**config.mk**
```make
export PLATFORM = sky130hd
export DESIGN_NAME = ahb_slave_regfile_flat
export DESIGN_NICKNAME = d
export VERILOG_FILES = /design/src/rtl/ahb_slave_regfile_if.sv /design/src/rtl/ahb_slave_regfile.sv /design/src/flat_wrapper.sv
export SDC_FILE = /design/constraint.sdc
export NUM_CORES = 1
export LEC_CHECK = 0
export ABC_AREA = 1
export ABC_CLOCK_PERIOD_IN_PS = 1450
export CAP_MARGIN = 20
export CORE_ASPECT_RATIO = 1.5
export CORE_MARGIN = 3
export CORE_UTILIZATION = 35
export CTS_BUF_LIST = sky130_fd_sc_hd__clkbuf_8 sky130_fd_sc_hd__clkbuf_16
export DETAILED_ROUTE_END_ITERATION = 12
export DONT_BUFFER_PORTS = 1
export GPL_TIMING_DRIVEN = 0
export PLACE_DENSITY = 0.61
export REMOVE_ABC_BUFFERS = 1
export SKIP_CTS_REPAIR_TIMING = 1
export SKIP_LAST_GASP = 1
export SYNTH_ARGS = -nofsm -noshare
export SYNTH_HDL_FRONTEND = slang
export SYNTH_SLANG_ARGS = --single-unit
```
**constraint.sdc**
```tcl
create_clock -name clk -period 1.45 [get_ports clk]
set_input_delay 0.29 -clock clk [delete_from_list [all_inputs] [get_ports clk]]
set_output_delay 0.29 -clock clk [all_outputs]
set_load 0.02 [all_outputs]
```
**src/rtl/ahb_slave_regfile_if.sv**
```systemverilog
// AHB-Lite slave-side signal bundle: the decoder/CPU side drives the
// request signals and HREADY_IN; the register file drives the response.
interface ahb_slave_regfile_if;
  logic        HSEL;
  logic [31:0] HADDR;
  logic [1:0]  HTRANS;
  logic        HWRITE;
  logic [2:0]  HSIZE;
  logic [31:0] HWDATA;
  logic        HREADY_IN;
  logic [31:0] HRDATA;
  logic        HREADY;
  logic [1:0]  HRESP;

  modport master (
    output HSEL, HADDR, HTRANS, HWRITE, HSIZE, HWDATA, HREADY_IN,
    input  HRDATA, HREADY, HRESP
  );

  modport slave (
    input  HSEL, HADDR, HTRANS, HWRITE, HSIZE, HWDATA, HREADY_IN,
    output HRDATA, HREADY, HRESP
  );
endinterface

```
**src/rtl/ahb_slave_regfile.sv**
```systemverilog
// AHB-Lite responder for a bank of REG_NUM word registers, with programmable
// wait states and the two-cycle ERROR response.
module ahb_slave_regfile #(
  parameter int WAIT_STATES  = 1,
  parameter int REG_NUM      = 8,
  parameter int OFFSET_WIDTH = 12,
  localparam int WORD_WIDTH  = 32
) (
  input  logic                          clk,
  input  logic                          rst_n,
  ahb_slave_regfile_if.slave            bus,
  output logic [REG_NUM*WORD_WIDTH-1:0] regs_out
);

  localparam int IDX_W = $clog2(REG_NUM);
  localparam int CNT_W = (WAIT_STATES > 1) ? $clog2(WAIT_STATES) : 1;
  localparam logic [OFFSET_WIDTH-3:0] WORD_LIMIT = (OFFSET_WIDTH-2)'(REG_NUM);

  typedef enum logic [2:0] {
    S_IDLE = 3'd0,
    S_WAIT = 3'd1,
    S_DATA = 3'd2,
    S_ERR1 = 3'd3,
    S_ERR2 = 3'd4
  } state_t;

  state_t             state_q, state_d;
  logic [IDX_W-1:0]   idx_q, idx_d;
  logic               write_q, write_d;
  logic [CNT_W-1:0]   cnt_q, cnt_d;

  logic               accept;
  logic               addr_err;
  logic               commit;
  logic               unused_bits;

  assign accept   = bus.HSEL & bus.HTRANS[1] & bus.HREADY_IN;
  assign addr_err = (bus.HADDR[1:0] != 2'b00) ||
                    (bus.HSIZE != 3'b010) ||
                    (bus.HADDR[OFFSET_WIDTH-1:2] >= WORD_LIMIT);
  assign commit   = (state_q == S_DATA) && write_q;

  // Upper address bits are qualified by the decoder; HTRANS[0] (SEQ vs NONSEQ) is irrelevant here.
  assign unused_bits = ^{bus.HADDR[WORD_WIDTH-1:OFFSET_WIDTH], bus.HTRANS[0]};

  always_ff @(posedge clk) begin
    if (!rst_n) begin
      state_q <= S_IDLE;
      idx_q   <= '0;
      write_q <= 1'b0;
      cnt_q   <= '0;
    end else begin
      state_q <= state_d;
      idx_q   <= idx_d;
      write_q <= write_d;
      cnt_q   <= cnt_d;
    end
  end

  always_comb begin
    state_d = state_q;
    idx_d   = idx_q;
    write_d = write_q;
    cnt_d   = cnt_q;
    case (state_q)
      S_WAIT: begin
        if (cnt_q == '0) begin
          state_d = S_DATA;
        end else begin
          cnt_d = cnt_q - 1'b1;
        end
      end
      S_ERR1: state_d = S_ERR2;
      default: begin
        // IDLE, DATA and ERR2 end with HREADY=1, so each may open a new data phase.
        state_d = S_IDLE;
        if (accept) begin
          idx_d   = bus.HADDR[2 +: IDX_W];
          write_d = bus.HWRITE & ~addr_err;
          if (addr_err) begin
            state_d = S_ERR1;
          end else if (WAIT_STATES > 0) begin
            state_d = S_WAIT;
            cnt_d   = CNT_W'(WAIT_STATES - 1);
          end else begin
            state_d = S_DATA;
          end
        end
      end
    endcase
  end

  always_comb begin
    bus.HREADY = 1'b1;
    bus.HRESP  = 2'b00;
    bus.HRDATA = '0;
    case (state_q)
      S_WAIT: bus.HREADY = 1'b0;
      S_DATA: begin
        if (!write_q) begin
          bus.HRDATA = regs_out[idx_q*WORD_WIDTH +: WORD_WIDTH];
        end
      end
      S_ERR1: begin
        bus.HREADY = 1'b0;
        bus.HRESP  = 2'b01;
      end
      S_ERR2: bus.HRESP = 2'b01;
      default: ;
    endcase
  end

  genvar gi;
  generate
    for (gi = 0; gi < REG_NUM; gi++) begin : g_reg
      logic [WORD_WIDTH-1:0] reg_q;

      always_ff @(posedge clk) begin
        if (!rst_n) begin
          reg_q <= '0;
        end else if (commit && (idx_q == IDX_W'(gi))) begin
          reg_q <= bus.HWDATA;
        end
      end

      assign regs_out[gi*WORD_WIDTH +: WORD_WIDTH] = reg_q;
    end
  endgenerate

endmodule
```
**src/flat_wrapper.sv**
```systemverilog
// flat-port wrapper written by rule: the top's interface ports become plain ports
module ahb_slave_regfile_flat 
#(
  parameter int WAIT_STATES  = 1,
  parameter int REG_NUM      = 8,
  parameter int OFFSET_WIDTH = 12,
  localparam int WORD_WIDTH  = 32
)
  (clk, rst_n, regs_out, bus_HSEL, bus_HADDR, bus_HTRANS, bus_HWRITE, bus_HSIZE, bus_HWDATA, bus_HREADY_IN, bus_HRDATA, bus_HREADY, bus_HRESP);
  ahb_slave_regfile_if bus_i ();
  input  logic clk;
  input  logic rst_n;
  output logic [REG_NUM*WORD_WIDTH-1:0] regs_out;
  input wire logic [$bits(bus_i.HSEL)-1:0] bus_HSEL;
  input wire logic [$bits(bus_i.HADDR)-1:0] bus_HADDR;
  input wire logic [$bits(bus_i.HTRANS)-1:0] bus_HTRANS;
  input wire logic [$bits(bus_i.HWRITE)-1:0] bus_HWRITE;
  input wire logic [$bits(bus_i.HSIZE)-1:0] bus_HSIZE;
  input wire logic [$bits(bus_i.HWDATA)-1:0] bus_HWDATA;
  input wire logic [$bits(bus_i.HREADY_IN)-1:0] bus_HREADY_IN;
  output wire logic [$bits(bus_i.HRDATA)-1:0] bus_HRDATA;
  output wire logic [$bits(bus_i.HREADY)-1:0] bus_HREADY;
  output wire logic [$bits(bus_i.HRESP)-1:0] bus_HRESP;
  assign bus_i.HSEL = bus_HSEL;
  assign bus_i.HADDR = bus_HADDR;
  assign bus_i.HTRANS = bus_HTRANS;
  assign bus_i.HWRITE = bus_HWRITE;
  assign bus_i.HSIZE = bus_HSIZE;
  assign bus_i.HWDATA = bus_HWDATA;
  assign bus_i.HREADY_IN = bus_HREADY_IN;
  assign bus_HRDATA = bus_i.HRDATA;
  assign bus_HREADY = bus_i.HREADY;
  assign bus_HRESP = bus_i.HRESP;
  ahb_slave_regfile #(.WAIT_STATES(WAIT_STATES), .REG_NUM(REG_NUM), .OFFSET_WIDTH(OFFSET_WIDTH)) u_core (.clk(clk), .rst_n(rst_n), .bus(bus_i), .regs_out(regs_out));
endmodule
```
==> run metrics <==
status=complete, but fails checks; failing checks=hold timing, setup timing; delay-heaviest family, CP=buffers and inverters; crit-path cells=buf_16, clkinv_16, buf_16, nor2_4, buf_12, clkbuf_16, nand2_4, nand3_2, nand2_2, nor2_4; RePlAce Congestion=around 0.8; CP Data Arrival Time=between 2000 and 2500 ps; Synth Instances=about 2100; DP HPWL=~30000 um; Post-route DRC=0; maximum number of pins on one net before global-route repair=roughly 260; vias in the first global route=approximately 11000; final setup fails=between 200 and 300; Die Area=between 30000 and 40000 sq um; worst-path maximum fanout=8; final worst-path setup slack=-1050 ps; via count=13100; CP Launch Type=flop; minimum clock period=approximately 2500 ps; total track usage=between 20% and 30%; drt wl/cell=about 22 um; worst vdd ir=roughly 0.84 mV; Starting Density=a little over a third; worst slack, placed=-2310 ps; Synth Area in XOR/XNOR=0%; mux contribution to synthesized area=0%; RSZ-0062 raised after global routing=true; PwrDens=about 980 nW/um^2; static leakage=just under 7 nW; sequential share of the synthesized area=42.8%; syn_area_per_cell=around 5.9 sq um; Synth Area in Compound Gates=less than 1%; post-synthesis cell type count=20; core area=about 34000 sq um; first-pass GRT wire length=66600 um; Data required, critical path=1160 ps; slowest stage delay, CP=380 ps; CTS H-tree depth=1; simple logic cell fraction of the synthesized area=about 51%; total grt overflow=0; adder-cell share of the synthesized area=0%; mean number of vias per cell=5.08; Critical Path End Type=primary output; Max Cap Viol=0; iteration count of the initial detailed-routing pass=6; Highest Clock Rate=approximately 400 MHz; Fillers=3474; Hold Slack=-129 ps; synth-to-layout area growth=27.9%; Total Power=about 15 mW; Top Ports=365; Clock Latency Late Sink=around 560 ps; worst path bufs/invs=5; Mapped Area=around 12000 sq um; die width=roughly 160 um; Yosys reg bits=~260; largest family of logic cells by synthesized area=simple AND/OR/NAND/NOR gates; clock buffer depth=3; crit path max-delay cell type=dfxtp_4; endpoints failing hold=80; Worst-Margin Slew=around 830 ps; DR iter-0 viols=between 1000 and 1500; reg2reg setup slack=-870 ps; Die Y=236 um; worst min path class=input port to flop; CP Class=flop to primary output; Num CTS Buffers=27; layout cells sized above 1=between 10% and 20%; final net count=2174; Rows=83; worst clock skew=11.4 ps; Total Wirelength=57300 um; Post-DRT Antenna Nets=0; antenna fix cells=0; root buffer cell=clkbuf_16; CTS tree=done; CTS sink count=263; Synthesis Warnings=0; Tcrit/Tclk final=172%; relative slew slack=between 40% and 50%; initial antenna violation count=1; Final Slew Violations=0; port buffer count=0; Worst-path clk slew=roughly 60 ps
-- state kept, by name, indices dropped and copies added (netlist names) --
| signal | count |
|---|---|
| u_core.g.reg_q | 256 |
| u_core.idx_q | 3 |
| u_core.state_q | 3 |
| u_core.write_q | 1 |
-- cells in the mapped netlist --
cell type,instances,area share (%)
inv_2,2,0.061
o21ai_0,4,0.16
clkbuf_1,50,1.5
dfxtp_1,263,43
nor2_1,593,18
nand4_4,1,0.17
nor2_2,6,0.31
buf_1,24,0.73
nor4_2,1,0.10
or2_2,1,0.051
nand3b_1,1,0.061
inv_1,41,1.3
nand3_1,69,2.8
nor2_4,3,0.27
buf_4,1,0.061
buf_2,47,1.9
conb_1,1,0.030
clkinv_1,1,0.030
a21oi_1,5,0.20
nand2_1,963,29
-- cells by family (layout without fill, tap and decap cells) --
logic type	count (synthesis)	in the layout
buf+inv	166	202
compound gates	9	9
other cells	1	1
flops	263	263
simple gates	1638	1645
-- layout by cell type, fill, tap and decap left out, types with 14 or more instances in the layout --
master       n
nand2_1    935
nor2_1     542
dfxtp_1    260
nand3_1     52
inv_1       51
nor2_4      50
clkbuf_16   45
buf_12      27
buf_4       25
nor2_2      17
nand2_2     17
buf_6       15
nand3_2     14
-- report_power, final --
| group | switching [mW] | internal, mW | total (mW) |
|---|---|---|---|
| Sequential | 0.0518 | 7.24 | 7.29 |
| Combinational | 0.781 | 0.429 | 1.21 |
| Clock | 3.03 | 3.85 | 6.88 |
-- cell type report --
cell class	instances	area [sq um]	area share, %
multi-input combinational	1655	7010	44.5
sequential	263	5280	33.5
timing repair buffer	106	1760	11.2
clock buffer	33	758	4.82
tap	467	584	3.71
inverter	44	218	1.38
clock inverter	16	96.3	0.612
timing repair inverter	3	38.8	0.246
-- metal layers --
| metal | routed length, um | global-route usage, % | up-vias |
|---|---|---|---|
| met5 | 13 | 0 | - |
| met4 | 3060 | 9.42 | 2 |
| met3 | 5750 | 5.51 | 187 |
| met2 | 28200 | 40.1 | 742 |
| met1 | 20300 | 25.7 | 5947 |
| li1 | - | - | 6270 |
-- stage by stage --
stage          utilization (%)  cells  hold slack (ps)  setup TNS (ps)  instance area, sq um
6_report                  45.6   2587             -129         -195450                 15700
5_1_grt                   45.6   2587             -139         -217770                 15700
4_1_cts                   40.0   2494             -149         -502940                 13800
3_5_place_dp              37.5   2445              436         -477130                 12900
3_3_place_gp              35.9   2422              431        -1946480                 12400
2_1_floorplan                -   1955              411         -736320                 11800
-- final timing paths --
| kind | startpoint | endpoint | cells past startpoint |
|---|---|---|---|
| worst max-delay path | u_core.idx_q[0] | bus_HRDATA[9] | 10 |
| worst min-delay path | rst_n | u_core.g_reg[7].reg_q[4] | 2 |
| worst max register to register | u_core.idx_q[1] | u_core.g_reg[6].reg_q[12] | 11 |
| worst min register to register | u_core.state_q[1] | u_core.state_q[2] | 2 |
Power figures use the tool's default switching activity.
==> variant 1 (config.mk and constraints unchanged) <==
The 5 states of `state_t` get a one-hot encoding in 5 bits.
--- a/src/rtl/ahb_slave_regfile.sv
+++ b/src/rtl/ahb_slave_regfile.sv
@@ -16,12 +16,12 @@
   localparam int CNT_W = (WAIT_STATES > 1) ? $clog2(WAIT_STATES) : 1;
   localparam logic [OFFSET_WIDTH-3:0] WORD_LIMIT = (OFFSET_WIDTH-2)'(REG_NUM);
 
-  typedef enum logic [2:0] {
-    S_IDLE = 3'd0,
-    S_WAIT = 3'd1,
-    S_DATA = 3'd2,
-    S_ERR1 = 3'd3,
-    S_ERR2 = 3'd4
+  typedef enum logic [4:0] {
+    S_IDLE = 5'b00001,
+    S_WAIT = 5'b00010,
+    S_DATA = 5'b00100,
+    S_ERR1 = 5'b01000,
+    S_ERR2 = 5'b10000
   } state_t;
 
   state_t             state_q, state_d;
Check against the original RTL: same outputs for any inputs over 4 cycles, from zero or initial values and one cycle with rst_n low; so few cycles prove little.
==> variant 1 against the original RTL <==
The run still ends with negative hold slack, negative setup slack left. Routed wire length fell by 12%. Synthesized cell count fell by 5.3%. Worst setup slack improved by 150 ps. Combinational power fell by 28%. Power fell by 1.4%. Cell area fell by 4.5%. Sequential cell count rose by 2. Global-route usage fell by 0.83 points. Via count fell by 7.7%. Sequential share of layout area rose by 1.9 points. Synthesized area fell by 2.5%.
==> variant 1: results (changes against the original RTL) <==
yosys-top-cells-count: "778 x nand2_1, 622 x nor2_1, 265 x dfxtp_1"
slew_headroom_pct: 54.5  # +9.6 points
drive_gt1_share_pct: 11.1  # -1.3 points
grt_util_all_layers_pct: 21.7  # -0.83 points
synth.area.top_cells: "dfxtp_1 44%, nand2_1 24%, nor2_1 19%, nand4_1 3.0%, inv_1 2.1%"
r2r-start: "u_core.idx_q[1]$_SDFFE_PN0P_"
place_congestion: 0.808  # -1.6%
layout_setup_ws_ps: -902  # +145 ps
startpoint: "u_core.state_q[3]$_SDFF_PP0_"
finalNetCount: 2054  # -5.5%
status: "finished, violations left"
grt_first_pass_wirelength_um: 62000  # -6.9%
min_from: "rst_n"
r2r-end: "u_core.g_reg[2].reg_q[29]$_SDFFE_PN0P_"
first_iter_violations: 940  # -24%
cp_slowest_cell: "dfxtp_2"
dpl.hpwl_um: 27300  # -7.3%
synth.distinct_cells: 18  # -10%
place_inst: 2293  # -6.2%
timing.setup.tns_ps: -112160  # +83,290 ps
swShare_pct: 23.9  # -1.2 points
worstPathMaxFanout: 5  # -3
ys_seq_area_share_pct: 44.2  # +1.4 points
syn_inst: 1967  # -5.3%
vdd_drop_max_v: 0.000940  # +12%
fin_skew_ps: 12.2  # +0.845 ps
hold_end: "u_core.g_reg[5].reg_q[19]$_SDFFE_PN0P_"
violations: "negative hold slack, negative setup slack"
cts_buffers: 27  # unchanged
top_regs: "u_core.g.reg_q: 256 flops, u_core.state_q: 5 flops, u_core.idx_q: 3 flops"
grt_pass1_vias: 10100  # -4.5%
setup-violations-final: 290  # unchanged
drtPass1Iterations: 5  # -1
fill_cells: 3463  # -0.32%
crit_path_max_incr_delay_ps: 330  # -50 ps
crit_arrival_ps: 2060  # -150 ps
final_hold_viol_count: 15  # -81%
crit_family: "simple AND/OR/NAND/NOR gates"
vias_per_cell: 5.02  # -1.3%
async_flop_share_pct: 0  # unchanged
p_leak_nw: 6.00  # -11%
ff2ff_setup_slack_ps: -550  # +320 ps
yosys_warnings: 0  # unchanged
grt_start_max_net_pins: 264  # +0.38%
avgRoutedWirePerCell_um: 20.7  # -6.3%
fin_cells: 2419  # -6.5%
holdWs_ps: -126  # +2.93 ps
## variant 1: changes by cell type in the layout (fill, tap and decap cells not counted), moves of 5 or more
cell     unedited run  this run
nand2_1           935       758
nand2_2            17        11
nand4_1             0        57
inv_1              51        70
nor2_2             17         9
nor2_1            542       582
nor2_4             50        42
a21oi_1             5        25
buf_12             27        22
nand3_1            52        10
nand3_2            14         2
## variant 1: area by class of cell
class / count / area share [%]
clock inverter: 12 / 0.558
sequential: 265 / 35.4
multi-input combinational: 1522 / 42.8
timing repair buffer: 94 / 10.6
antenna: 1 / 0.0167
inverter: 70 / 1.96
tap: 420 / 3.50
clock buffer: 35 / 5.23
## variant 1: layer usage
layer  track usage, %  routed length, um
met1             25.1              18900
met2             38.2              25500
met3             5.64               4080
met4             8.14               1700
met5                0                  0
## variant 1: worst max path at each step
stage                                                   endpoint  slack, ps  depth (start not counted)
after detailed placement  u_core.g_reg[7].reg_q[12]$_SDFFE_PN0P_      -2160                          9
after CTS                                          bus_HRDATA[8]      -2310                          4
after floorplan            u_core.g_reg[2].reg_q[0]$_SDFFE_PN0P_      -2740                          7
final                                             bus_HRDATA[12]       -900                          9
after global routing                              bus_HRDATA[12]       -960                          9
after global placement     u_core.g_reg[4].reg_q[8]$_SDFFE_PN0P_      -6940                          6
## variant 1: power by group through the flow
stage               clock, mW  sequential [mW]  combinational (mW)
floorplan                   0             7.46               0.413
CTS                      7.11             7.31               0.634
global route             7.36             7.30               0.942
detailed placement          0             7.48               0.631
global placement            0             7.47               0.578
finish                   6.98             7.30               0.870
## variant 1: worst reg2reg max path, cell delays in order (launching register included)
cell and delay [ps]:
dfxtp_4 420, inv_4 60, nor2_4 180, buf_6 160, buf_12 140, buf_6 130
nand2_8 60, nor2_4 200, buf_4 340, nand2_1 110, nand2_1 70, nor2_1 40
## variant 1: metrics by stage
step	setup WS, ps	instance area (um^2)	util [%]
after floorplan	-2740	11500	-
after global placement	-6940	12000	35.7
after detailed placement	-2160	12600	37.4
after CTS	-2310	13500	40.0
after global routing	-960	15000	44.7
final	-902	15000	44.7
## variant 1: cells by family after synthesis
logic type | after synthesis | synth area share (%)
AOI/OAI and AO/OA | 36 | 1.50
buffers and inverters | 185 | 6.33
DFF | 265 | 44.2
other | 1 | 0.0313
and+or+nand+nor | 1480 | 47.9
==> variant 2 (config.mk and constraints unchanged) <==
Without the edit above. `OFFSET_WIDTH` is set to 12 in 2 places; all go to 18.
--- a/src/rtl/ahb_slave_regfile.sv
+++ b/src/rtl/ahb_slave_regfile.sv
@@ -3,7 +3,7 @@
 module ahb_slave_regfile #(
   parameter int WAIT_STATES  = 1,
   parameter int REG_NUM      = 8,
-  parameter int OFFSET_WIDTH = 12,
+  parameter int OFFSET_WIDTH = 18,
   localparam int WORD_WIDTH  = 32
 ) (
   input  logic                          clk,
--- a/src/flat_wrapper.sv
+++ b/src/flat_wrapper.sv
@@ -3,7 +3,7 @@
 #(
   parameter int WAIT_STATES  = 1,
   parameter int REG_NUM      = 8,
-  parameter int OFFSET_WIDTH = 12,
+  parameter int OFFSET_WIDTH = 18,
   localparam int WORD_WIDTH  = 32
 )
   (clk, rst_n, regs_out, bus_HSEL, bus_HADDR, bus_HTRANS, bus_HWRITE, bus_HSIZE, bus_HWDATA, bus_HREADY_IN, bus_HRDATA, bus_HREADY, bus_HRESP);
Function: changed (Yosys sat finds a counterexample within 4 cycles, from zero or initial values and one cycle with rst_n low).
==> variant 2 against the original RTL <==
The flow still finishes with violations (negative hold slack, negative setup slack). Critical endpoint is now bus_HRDATA[8]. Global-route usage rose by 2.9 points. Count of clock-buffer cells in the layout rose by 2. Sequential cell count did not move. Power rose by 3.0%. Cell area fell by 6.8%. Via count fell by 5.4%. Routed wire length fell by 4.0%. Synthesized area fell by 3.6%. Largest cell class unchanged. Worst setup slack improved by 64 ps. Core utilization fell by 1.3 points. Non-clock buffer count rose by 20.
==> variant 2: results (changes against the original RTL) <==
status: "finished, violations left"
violations: "negative hold slack, negative setup slack"
place_inst: 1987  # -19%
first_iter_violations: 1393  # +12%
fin_cells: 2146  # -17%
vias_per_cell: 5.80  # +14%
synth.area.top_cells: "dfxtp_1 44%, nor2_1 13%, o21ai_0 8.6%, nor3_1 8.1%, nand2_1 8.0%"
vdd_drop_max_v: 0.000878  # +4.7%
finalNetCount: 1783  # -18%
grt_util_all_layers_pct: 25.4  # +2.9 points
grt_first_pass_wirelength_um: 71100  # +6.8%
drive_gt1_share_pct: 12.0  # -0.47 points
setup-violations-final: 296  # +2.1%
grt_pass1_vias: 11000  # +3.5%
ys_seq_area_share_pct: 44.4  # +1.6 points
layout_setup_ws_ps: -983  # +64.2 ps
synth_compound_area_share_pct: 12.8  # +12 points
syn_inst: 1718  # -17%
place_ws_ps: -2270  # +35.8 ps
holdWs_ps: -107  # +22.1 ps
final_hold_viol_count: 113  # +41%
grt_start_max_net_pins: 262  # -0.38%
placed_cell_area_mm2: 0.0121  # -6.7%
antenna_found_initial: 3  # +2
dpl.hpwl_um: 30100  # +2.0%
## variant 2: changes by cell type after synthesis, moves of 10 or more
cell	change
nand4_1	+53
nand3_1	-54
nor3_1	+192
o21ai_0	+199
clkbuf_1	+20
buf_6	+29
nor2_1	-172
a21oi_1	+18
nand2_1	-710
o21ai_1	+77
buf_2	-10
## variant 2: final timing paths
path	start	to	slack (ps)	cells after the start
min reg2reg	u_core.idx_q[1]$_SDFFE_PN0P_	u_core.idx_q[1]$_SDFFE_PN0P_	570	2
min	rst_n	u_core.g_reg[3].reg_q[16]$_SDFFE_PN0P_	-110	2
max	u_core.idx_q[0]$_SDFFE_PN0P_	bus_HRDATA[8]	-980	8
max reg2reg	u_core.idx_q[0]$_SDFFE_PN0P_	u_core.g_reg[2].reg_q[16]$_SDFFE_PN0P_	-900	11
## variant 2: layout make-up
type,count,area (um^2)
fillers,3226,18400
multi-input cells,1253,5850
flip-flops and latches,263,5280
repair buffers,126,1880
clock buffers,35,786
well taps,415,519
inverters,38,204
clock inverters,12,133
diodes,4,10.0
## variant 2: critical path: stages (launching register included)
cell	delay [ps]
dfxtp_4	380
buf_4	150
nor2_4	190
buf_8	190
buf_12	150
a21oi_1	70
nand4_1	80
nand2_1	60
nor2_1	320
## variant 2: where the power goes
group          total [mW]  leakage (nW)  switching (mW)  internal, mW
clock                7.35         0.476            3.04          4.31
sequential           7.28          2.12          0.0402          7.24
combinational        1.21          2.76           0.767         0.439
total                15.8          5.36            3.85          12.0
## variant 2: routing by layer
metal | vias up | GRT usage [%] | wire length (um)
met5 | - | 0 | 0
met4 | 0 | 9.85 | 2430
met3 | 156 | 5.31 | 5280
met2 | 800 | 42.8 | 26500
met1 | 5834 | 31.8 | 20800
li1 | 5648 | - | -
